[src/rtl/fetch_decode_queue_if.sv]
// Fetch-to-decode queue handshake bundle: push side from fetch, pop side to decode,
// plus flush and occupancy reporting.
interface fetch_decode_queue_if #(
    parameter int DATA_WIDTH = 64,
    parameter int DEPTH      = 4
);
    localparam int CNT_W = $clog2(DEPTH + 1);

    logic                  push_valid;
    logic                  push_ready;
    logic [DATA_WIDTH-1:0] push_data;
    logic                  pop_valid;
    logic                  pop_ready;
    logic [DATA_WIDTH-1:0] pop_data;
    logic                  flush;
    logic                  busy;
    logic [CNT_W-1:0]      occupancy;
    logic [CNT_W-1:0]      peak_occupancy;

    modport master (
        output push_valid, push_data, pop_ready, flush,
        input  push_ready, pop_valid, pop_data, busy, occupancy, peak_occupancy
    );

    modport slave (
        input  push_valid, push_data, pop_ready, flush,
        output push_ready, pop_valid, pop_data, busy, occupancy, peak_occupancy
    );
endinterface

[src/rtl/fetch_decode_queue.sv]
// DEPTH-entry valid/ready FIFO between fetch and decode, with flush on redirect
// and occupancy / high-water reporting.
module fetch_decode_queue #(
    parameter int DATA_WIDTH = 64,
    parameter int DEPTH      = 4
) (
    input  logic                 clk,
    input  logic                 reset,
    fetch_decode_queue_if.slave  bus
);
    localparam int PTR_W = $clog2(DEPTH);
    localparam int CNT_W = $clog2(DEPTH + 1);
    localparam logic [CNT_W-1:0] FULL = CNT_W'(DEPTH);

    logic [DATA_WIDTH-1:0] mem [DEPTH];
    logic [PTR_W-1:0]      wr_ptr;
    logic [PTR_W-1:0]      rd_ptr;
    logic [CNT_W-1:0]      count;
    logic [CNT_W-1:0]      count_next;
    logic [CNT_W-1:0]      peak;
    logic                  push_fire;
    logic                  pop_fire;

    // push_ready looks only at occupancy so pop_ready never reaches it combinationally
    assign bus.push_ready     = (count != FULL);
    assign bus.pop_valid      = (count != '0);
    assign bus.busy           = bus.pop_valid;
    assign bus.pop_data       = mem[rd_ptr];
    assign bus.occupancy      = count;
    assign bus.peak_occupancy = peak;

    assign push_fire = bus.push_valid & bus.push_ready;
    assign pop_fire  = bus.pop_valid & bus.pop_ready;

    always_comb begin
        count_next = count;
        if (bus.flush) begin
            count_next = '0;
        end else begin
            case ({push_fire, pop_fire})
                2'b10:   count_next = count + CNT_W'(1);
                2'b01:   count_next = count - CNT_W'(1);
                default: count_next = count;
            endcase
        end
    end

    always_ff @(posedge clk or posedge reset) begin
        if (reset) begin
            wr_ptr <= '0;
            rd_ptr <= '0;
            count  <= '0;
            peak   <= '0;
        end else begin
            count <= count_next;
            if (count_next > peak) begin
                peak <= count_next;
            end
            if (bus.flush) begin
                wr_ptr <= '0;
                rd_ptr <= '0;
            end else begin
                if (push_fire) begin
                    wr_ptr <= wr_ptr + PTR_W'(1);
                end
                if (pop_fire) begin
                    rd_ptr <= rd_ptr + PTR_W'(1);
                end
            end
        end
    end

    // Storage is left uninitialised on reset; occupancy gates its visibility.
    always_ff @(posedge clk) begin
        if (push_fire && !bus.flush) begin
            mem[wr_ptr] <= bus.push_data;
        end
    end
endmodule

[src/flat_wrapper.sv]
// flat-port wrapper written by rule: the top's interface ports become plain ports
module fetch_decode_queue_flat 
#(
    parameter int DATA_WIDTH = 64,
    parameter int DEPTH      = 4
)
  (clk, reset, bus_push_valid, bus_push_data, bus_pop_ready, bus_flush, bus_push_ready, bus_pop_valid, bus_pop_data, bus_busy, bus_occupancy, bus_peak_occupancy);
  fetch_decode_queue_if #(.DATA_WIDTH(DATA_WIDTH), .DEPTH(DEPTH)) bus_i ();
  input  logic clk;
  input  logic reset;
  input wire logic [$bits(bus_i.push_valid)-1:0] bus_push_valid;
  input wire logic [$bits(bus_i.push_data)-1:0] bus_push_data;
  input wire logic [$bits(bus_i.pop_ready)-1:0] bus_pop_ready;
  input wire logic [$bits(bus_i.flush)-1:0] bus_flush;
  output wire logic [$bits(bus_i.push_ready)-1:0] bus_push_ready;
  output wire logic [$bits(bus_i.pop_valid)-1:0] bus_pop_valid;
  output wire logic [$bits(bus_i.pop_data)-1:0] bus_pop_data;
  output wire logic [$bits(bus_i.busy)-1:0] bus_busy;
  output wire logic [$bits(bus_i.occupancy)-1:0] bus_occupancy;
  output wire logic [$bits(bus_i.peak_occupancy)-1:0] bus_peak_occupancy;
  assign bus_i.push_valid = bus_push_valid;
  assign bus_i.push_data = bus_push_data;
  assign bus_i.pop_ready = bus_pop_ready;
  assign bus_i.flush = bus_flush;
  assign bus_push_ready = bus_i.push_ready;
  assign bus_pop_valid = bus_i.pop_valid;
  assign bus_pop_data = bus_i.pop_data;
  assign bus_busy = bus_i.busy;
  assign bus_occupancy = bus_i.occupancy;
  assign bus_peak_occupancy = bus_i.peak_occupancy;
  fetch_decode_queue #(.DATA_WIDTH(DATA_WIDTH), .DEPTH(DEPTH)) u_core (.clk(clk), .reset(reset), .bus(bus_i));
endmodule
[config.mk]
export PLATFORM = sky130hd
export DESIGN_NAME = fetch_decode_queue_flat
export DESIGN_NICKNAME = d
export VERILOG_FILES = /design/src/rtl/fetch_decode_queue_if.sv /design/src/rtl/fetch_decode_queue.sv /design/src/flat_wrapper.sv
export SDC_FILE = /design/constraint.sdc
export NUM_CORES = 1
export LEC_CHECK = 0
export BUFFER_PORTS_ARGS = -buffer_cell sky130_fd_sc_hd__clkbuf_2
export CAP_MARGIN = 10
export CORE_MARGIN = 1
export CORE_UTILIZATION = 63
export CTS_BUF_LIST = sky130_fd_sc_hd__clkbuf_8
export DETAILED_ROUTE_END_ITERATION = 8
export GPL_ROUTABILITY_DRIVEN = 0
export GPL_TIMING_DRIVEN = 0
export PLACE_DENSITY_LB_ADDON = 0.3
export SLEW_MARGIN = 10
export SYNTH_ARGS = -nofsm -noshare
export SYNTH_HDL_FRONTEND = slang
export SYNTH_SLANG_ARGS = --single-unit
[constraint.sdc]
create_clock -name clk -period 6.3 [get_ports clk]
set_input_delay 0.945 -clock clk [delete_from_list [all_inputs] [get_ports clk]]
set_output_delay 0.945 -clock clk [all_outputs]
set_load 0.01 [all_outputs]
# After elaboration in Yosys (flattened, before gate mapping)
# Memory sizes are Yosys's and may differ from the RTL's.
# Index checks and enable logic that the tools add are counted.
[word_totals] ff_bits=10 latch_bits=0 ramBits=256 rom_bits=0 memories=1
[mem_list] name="u_core.mem" depth=4 word_bits=64 rd=1 rd_clocked_by_memory_dff=0 write_ports=1 line_no="fetch_decode_queue.sv:15" source="logic [DATA_WIDTH-1:0] mem [DEPTH];"
[op_classes] n_addsub=4 mul=0 div=0 n_lt_le_gt_ge=1 eq_ne=3 n_shift=0 mux=8 bitwise_logic=2 n_reduce_logical=5
[ops] op="$mux 2" n=4
[ops] op="$pmux 3 s2" n=1
[ops] op="$add 2x1->2 const B" n=2
[ops] op="$reduce_bool 2->1" n=2
[ops] op="$add 3x1->3 const B" n=1
[ops] op="$gt 3x3->1" n=1
[ops] op="$mux 3" n=1
[ops] op="$ne 3x3->1 const B" n=1
[ops] op="$reduce_bool 3->1" n=1
[ops] op="$sub 3x1->3 const B" n=1
[ops] op="$and 1x1->1" n=2
[ops] op="$eq 2x1->1 const B" n=1
[ops] op="$eq 2x2->1 const B" n=1
[ops] op="$mux 1" n=2
[ops] op="$logic_and 1x1->1" n=1
[ops] op="$logic_not 1->1" n=1

# Depth between registers and ports, before layout
# Gate-level depths: netlist of the first run.
[depth] ltp_word=6 mapped_depth=11 mapped_depth_nobuf=11

# Worst setup path after synthesis of the first run
# No wires, ideal clock.
[synth_path] kind="input port to flip-flop" start="input port bus_pop_ready" end="register u_core.peak[0] (netlist: u_core.bus.peak_occupancy[0])" setup_time_ns=0.125 arrival_ns=3.225 slack_ns=2.950 stages=9 path_cell_list="o31a_1 > ha_1 > fa_1 > xnor2_1 > or3_1 > a21oi_1 > ha_1 > a32oi_1 > mux2_2"
[synth_via] elab_chain_len=5 word_cells_on_any_way=6 classes_between="order compare: 1; eq/ne: 2; mux: 2; bitwise: 1"
[synth_lines] element="from (decl)" line_no="flat_wrapper.sv:13" source="input wire logic [$bits(bus_i.pop_ready)-1:0] bus_pop_ready;"
[synth_lines] element="$and 1x1->1 *" line_no="fetch_decode_queue.sv:33" source="assign pop_fire = bus.pop_valid & bus.pop_ready;"
[synth_lines] element="$eq 2x1->1 / $eq 2x2->1 (equally long branches)" line_no="fetch_decode_queue.sv:40" source="case ({push_fire, pop_fire})"
[synth_lines] element="$pmux 3 s2 *" line_no="fetch_decode_queue.sv:40"
[synth_lines] element="$mux 3 *" line_no="fetch_decode_queue.sv:37" source="if (bus.flush) begin"
[synth_lines] element="net u_core.count_next[2]" line_no="fetch_decode_queue.sv:19" source="logic [CNT_W-1:0] count_next;"
[synth_lines] element="$gt 3x3->1 *" line_no="fetch_decode_queue.sv:56" source="if (count_next > peak) begin"
[synth_lines] element="to (signal assigned)" line_no="fetch_decode_queue.sv:57" source="peak <= count_next;"
[synth_lines] element="to (decl)" line_no="fetch_decode_queue.sv:20" source="logic [CNT_W-1:0] peak;"
# Mark *: on every way through the listed nets, which the timed path passes. The rest lies on a longest branch.
# A chain may end at the register's enable or synchronous reset.

# Worst setup path in the final report of the first run
[layout_path] start="register u_core.count[0] (netlist: u_core.bus.occupancy[0])" end="register u_core.peak[1] (netlist: u_core.bus.peak_occupancy[1])"
[layout_via] elab_chain_len=6 word_cells_on_any_way=11 classes_between="add/sub: 2; order compare: 1; eq/ne: 3; mux: 2; bitwise: 2; reduce/logical: 1"
[layout_lines] element="from (decl)" line_no="fetch_decode_queue.sv:18" source="logic [CNT_W-1:0] count;"
[layout_lines] element="from (signal assigned)" line_no="fetch_decode_queue.sv:55" source="count <= count_next;"
[layout_lines] element="$ne 3x3->1 / $reduce_bool 3->1 (equally long branches)" line_no="fetch_decode_queue.sv:25, fetch_decode_queue.sv:26"
[layout_lines] element="$and 1x1->1 (on tied branches)" line_no="fetch_decode_queue.sv:32, fetch_decode_queue.sv:33"
[layout_lines] element="$eq 2x1->1 / $eq 2x2->1 (equally long branches)" line_no="fetch_decode_queue.sv:40"
[layout_lines] element="$pmux 3 s2 *" line_no="fetch_decode_queue.sv:40"
[layout_lines] element="$mux 3 *" line_no="fetch_decode_queue.sv:37"
[layout_lines] element="net u_core.count_next[2]" line_no="fetch_decode_queue.sv:19"
[layout_lines] element="$gt 3x3->1 *" line_no="fetch_decode_queue.sv:56"
# Marked as above.

==> impl_metrics.csv, run 1 <==
group,metric,value,unit
status,status,"finished clean",
worst_setup_path,cp_slowest_stage_delay,0.45,ns
worst_setup_path,cp-end-kind,"register",
synthesis,synth_common_cells,"edfxtp_1 (256), mux4_2 (64), dfrtp_1 (10)",
power,cellPowerDensity,375,mW/mm^2
cells_and_area,drive_gt1_frac,0.455,
cells_and_area,diodes,0,
routing,vias_per_cell,5.61,
timing,timing.fmax,291,MHz
clock_tree,clkSlewWorstSetupHoldPaths,0.06,ns
placed_design,dp_hpwl,10600,um
routing,ant_nets,0,
job,max_cap_violations,0,
routing,drc_errors,0,
timing,finalMaxSlewViolations,0,
clock_tree,clockBufferDepth,3,
synthesis,netlist_instances,395,
worst_setup_path,r2r_slack,2.86,ns
die,std_cell_rows,45,
cells_and_area,fin_nets,660,
synthesis,ys_types,27,
global_route,grt_pass1_wl,26400,um
clock_tree,clock_latency,0.52,ns
timing,finClkSkew,0.0155,ns
worst_setup_path,crit_type,"register to register",
worst_setup_path,cp.required,6.70,ns
synthesis,yosysMostFrequentCell,"edfxtp_1",
clock_tree,clock-sinks,266,
synthesis,syn-num-nets,473,
worst_setup_path,timing.rr.start,"u_core.bus.occupancy[0]",
worst_setup_path,startpoint,"u_core.bus.occupancy[0]",
die,initial_core_util,0.647,
power,total_power,4.37,mW
worst_setup_path,worstRegToRegCells,9,
routing,finalWirelength,17000,um
synthesis,avgSynthCellArea,25.0,sq um
worst_setup_path,crit_path_start_kind,"register",
worst_setup_path,crit_cells,9,
synthesis,synth.largest_area_cell,"edfxtp_1",
clock_tree,cts_tree,"yes",
timing,hold_violations,0,
timing,fin_crit_sh,0.546,
power,peakVddDrop,0.245,mV
synthesis,synth_enable_flop_cells,256,
die,coreArea,0.0153,sq mm
global_route,grt_max_degree,34,
timing,setup_viol,0,
synthesis,synth-seq-cells,266,
clock_tree,holdBufCountCts,0,
cells_and_area,post-route-util,0.764,
routing,first_pass_iters,4,
worst_setup_path,path_delay_family,"compound AO/OA/AOI/OAI gates",
timing,setup_tns,0,ns
timing,grt_setup_unrepaired,"no",
placed_design,io_buffers,140,
global_route,antenna_found_initial,0,
timing,layout_min_cycle_time,3.44,ns
die,die_area,0.0162,sq mm
clock_tree,cts_made_buffers,41,
worst_setup_path,path_max_fanout,6,
synthesis,yosysWarnings,0,
synthesis,synthFlopType,"edfxtp_1",
worst_setup_path,path_buf_inv,0,
worst_setup_path,critPathMostFrequentCell,"ha_1",
clock_tree,cts_root_buf,"clkbuf_8",
timing,whs,0.376,ns
global_route,overflow,0,
synthesis,async_flop_share,0.0376,
timing,worst_slew_pin_slew,0.655,ns
clock_tree,cts_setup_buffers,0,
clock_tree,htreeDepth,2,
timing,relSlewSlack,0.563,
power,leakage,4.12,nW
routing,vias,4619,
clock_tree,cts.repair.resized,0,
worst_setup_path,cpMaxStageDelayCell,"dfrtp_1",
synthesis,synth-seq-area-share,0.804,
worst_setup_path,arrival,3.84,ns
min_path,hold_path.class,"primary input to async pin",
die,die_w,127,um
routing,wire_per_inst,20.6,um
synthesis,syn_area,0.00987,sq mm
global_route,first_global_vias,4949,
global_route,track_usage,0.223,
cells_and_area,area_growth,18.0,%
worst_setup_path,r2r_end,"u_core.bus.peak_occupancy[1]",
synthesis,ys_top_cells_by_area,"edfxtp_1 (78%), mux4_2 (15%), dfrtp_1 (2.5%)",
synthesis,synth_top_area_share,0.779,
timing,fin_ws,2.86,ns
worst_setup_path,worstPathCellList,"o31a_1 -> ha_1 -> fa_1 -> xnor2_1 -> or3_1 -> a21oi_1 -> ha_1 -> a32oi_1 -> mux2_2",
die,ios,142,
routing,drt_iter0_markers,262,
placed_design,preCtsSetupSlack,2.57,ns
die,fp.dieH,127,um
worst_setup_path,endpoint,"u_core.bus.peak_occupancy[1]",
final cells by class:
cell class	instances	area [sq um]
Clock buffer	44	606
Inverter	7	26.3
Multi-Input combinational cell	106	1800
Sequential cell	266	7940
Tap cell	211	264
Fill cell	836	3610
Buffer	16	116
Clock inverter	30	119
Timing Repair Buffer	144	781
per-stage QoR:
stage          cells  cell area, sq um
6_report         824             11700
2_1_floorplan    395              9870
4_1_cts          824             11700
3_3_place_gp     746             10800
3_5_place_dp     750             10900
5_1_grt          824             11700
sequential cells by signal, indices dropped and copies added (netlist names):
signal / flops
u_core.bus.peak_occupancy: 3
u_core.rd_ptr: 2
u_core.bus.occupancy: 3
u_core.mem: 256
u_core.wr_ptr: 2
worst min path at each step:
| stage | cells after the start | slack, ns | endpoint |
|---|---|---|---|
| detailed placement | 1 | 0.55 | u_core.bus.peak_occupancy[0] |
| finish | 2 | 0.38 | u_core.bus.peak_occupancy[2] |
| global placement | 1 | 0.52 | u_core.bus.peak_occupancy[1] |
| CTS | 2 | 0.36 | u_core.bus.peak_occupancy[2] |
| floorplan | 2 | 0.54 | u_core.wr_ptr[1] |
| global route | 2 | 0.39 | u_core.bus.occupancy[0] |
cells by family after synthesis:
family | share of synthesized area
AOI/OAI and AO/OA | 0.00380
xor gates and xnor gates | 0.00444
adders and majority gates | 0.0122
buffers and inverters | 0.0144
DFF | 0.804
muxes | 0.150
and+or+nand+nor | 0.0106
power by group:
group / internal [mW] / leakage, nW / switching, mW
logic: 0.519 / 1.21 / 0.508
registers: 2.05 / 2.46 / 0.0397
clock network: 0.641 / 0.457 / 0.607
layer usage:
layer	part of all wire	track usage	up-vias
li1	-	-	2062
met1	0.40	0.301	2378
met2	0.52	0.365	150
met3	0.058	0.0519	29
met4	0.019	0.0791	0
met5	0	0	-
cell usage in the layout, fill, tap and decap left out, types with 2 or more instances in the layout:
| cell | Yosys | final |
|---|---|---|
| nor2_1 | 5 | 5 |
| xnor2_1 | 3 | 3 |
| edfxtp_1 | 256 | 256 |
| or3_1 | 2 | 2 |
| buf_6 | 5 | 5 |
| xor2_1 | 2 | 2 |
| dfrtp_1 | 10 | 10 |
| o21ai_0 | 2 | 2 |
| nand2_1 | 2 | 2 |
| inv_1 | 7 | 31 |
| ha_1 | 8 | 8 |
| clkbuf_8 | 0 | 44 |
| clkbuf_2 | 0 | 140 |
| clkbuf_1 | 2 | 2 |
| a21oi_1 | 2 | 2 |
| buf_2 | 6 | 6 |
| mux4_2 | 64 | 64 |
| clkinv_1 | 0 | 3 |
| buf_4 | 3 | 3 |
| clkinv_2 | 0 | 2 |
| mux2_2 | 3 | 3 |
| and2_4 | 0 | 4 |
| buf_12 | 0 | 4 |
Power figures use the tool's default switching activity.
==> run 2: changes to the inputs <==
CORE_UTILIZATION = 53   (was 63)
clock period = 3.15 ns   (was 6.3 ns; I/O delays follow)
==> impl_metrics.csv, run 2 (synthesis results as in run 1) <==
group,metric,value,unit
status,status,"finished with violations",
status,violations,"design-rule violations, negative setup slack",
timing,layout_min_cycle_time,3.20,ns
timing,whs,0.164,ns
clock_tree,cts_made_buffers,44,
min_path,hold_path.class,"primary input to register",
timing,finClkSkew,0.00799,ns
clock_tree,cts_root_buf,"clkbuf_8",
routing,drc_errors,16,
cells_and_area,largest_reg_flops,256,
timing,grt_setup_unrepaired,"yes",
clock_tree,clock_latency,0.52,ns
cells_and_area,top_register,"u_core.mem",
worst_setup_path,arrival,3.61,ns
routing,first_pass_iters,6,
global_route,track_usage,0.193,
global_route,first_global_vias,5195,
die,coreArea,0.0181,sq mm
cells_and_area,final_common_cell,"edfxtp_1",
timing,setup_viol,3,
routing,vias_per_cell,5.55,
timing,finalMaxSlewViolations,0,
global_route,overflow,0,
cells_and_area,drive_gt1_frac,0.486,
clock_tree,clock-sinks,266,
routing,wire_per_inst,20.8,um
global_route,antenna_found_initial,0,
clock_tree,clkSlewWorstSetupHoldPaths,0.06,ns
timing,hold_violations,0,
timing,setup_tns,-0.126,ns
timing,worst_slew_pin_slew,0.627,ns
die,initial_core_util,0.546,
worst_setup_path,crit_path_start_kind,"register",
clock_tree,clockBufferDepth,3,
global_route,grt_max_degree,42,
worst_setup_path,crit_type,"register to register",
worst_setup_path,cp-end-kind,"register",
cells_and_area,area_growth,20.6,%
clock_tree,htreeDepth,2,
timing,fin_crit_sh,1.02,
job,max_cap_violations,0,
clock_tree,cts_tree,"yes",
worst_setup_path,path_max_fanout,3,
worst_setup_path,cp.required,3.56,ns
timing,relSlewSlack,0.582,
die,ios,142,
routing,drt_iter0_markers,320,
timing,fin_ws,-0.0476,ns
global_route,grt_pass1_wl,27900,um
placed_design,dp_hpwl,10800,um
cells_and_area,fin_nets,675,
power,peakVddDrop,0.565,mV
die,fp.dieH,138,um
placed_design,placed_area,0.0110,sq mm
cells_and_area,design_area,0.0119,sq mm
cells_and_area,diodes,0,
routing,ant_nets,0,
placed_design,io_buffers,140,
die,std_cell_rows,49,
timing,timing.fmax,313,MHz
routing,finalWirelength,17800,um
power,cellPowerDensity,763,mW/mm^2
power,leakage,4.21,nW
cells_and_area,layout_common_cells,"edfxtp_1 (256), clkbuf_2 (140), mux4_2 (64)",
routing,vias,4730,
die,die_area,0.0192,sq mm
die,die_w,138,um
## run 2: cell count changes in the layout (fill, tap and decap cells not counted), moves of 2 or more
cell and delta:
buf_12 -3, buf_16 +3, buf_4 +10, dfrtp_1 -2, dfrtp_2 +2, inv_1 -3, mux2_2 -3, mux2_4 +3
## run 2: area by class of cell
| cell class | instances | area (sq um) |
|---|---|---|
| buffer | 16 | 116 |
| clock buffer | 45 | 619 |
| clock inverter | 28 | 141 |
| fill | 1197 | 6180 |
| inverter | 7 | 26.3 |
| multi-input combinational | 106 | 1870 |
| sequential | 266 | 7940 |
| tap | 229 | 287 |
| timing repair buffer | 156 | 900 |
## run 2: final timing paths
path,cells after the start,end,slack (ns),start
setup / recovery,11,u_core.bus.peak_occupancy[0],-0.05,u_core.bus.occupancy[1]
hold / removal,1,u_core.mem[0][57],0.16,bus_push_data[57]
setup reg to reg,11,u_core.bus.peak_occupancy[0],-0.05,u_core.bus.occupancy[1]
hold reg to reg,1,u_core.bus.peak_occupancy[2],0.55,u_core.bus.peak_occupancy[2]
max in group asynchronous,3,u_core.bus.occupancy[1],2.38,reset
min in group asynchronous,3,u_core.bus.peak_occupancy[0],0.46,reset
## run 2: metrics by stage
step	utilization	std cells	worst slack (ns)	power, mW
2_1_floorplan	-	395	0.0670	5.65
3_3_place_gp	0.600	764	-0.961	6.30
3_5_place_dp	0.607	768	-0.200	6.37
4_1_cts	0.651	845	0.00729	9.05
5_1_grt	0.658	853	-0.110	9.49
6_report	0.658	853	-0.0476	9.08
## run 2: what timing repair did
item,4_1_cts,5_1_grt
gates resized for setup,5,13
gates cloned,0,0
endpoints found under the hold margin,10,0
pin swaps,3,8
setup endpoints to repair,3,3
hold buffers,1,0
setup buffers,3,8
## run 2: power breakdown
group / total [mW] / leakage, nW / switching [mW] / internal (mW)
clock network: 2.62 / 0.461 / 1.23 / 1.39
logic: 2.28 / 1.29 / 1.12 / 1.17
registers: 4.18 / 2.46 / 0.0716 / 4.11
## run 2: critical path, stage by stage (launching register included)
cell     delay (ns)
dfrtp_2        0.41
buf_6          0.12
o31a_1         0.34
ha_4           0.19
fa_2           0.35
xnor2_2        0.16
or3_4          0.37
a21oi_2        0.19
ha_1           0.24
o21ai_2        0.10
a32oi_4        0.28
mux2_4         0.34
## run 2: metal layers
layer | wire length [um] | share of wire | vias up | GRT usage
met2 | 9350 | 0.53 | 171 | 0.327
met3 | 1150 | 0.065 | 36 | 0.0488
li1 | - | - | 2087 | -
met5 | 0 | 0 | - | 0
met1 | 6860 | 0.39 | 2436 | 0.242
met4 | 397 | 0.022 | 0 | 0.0721
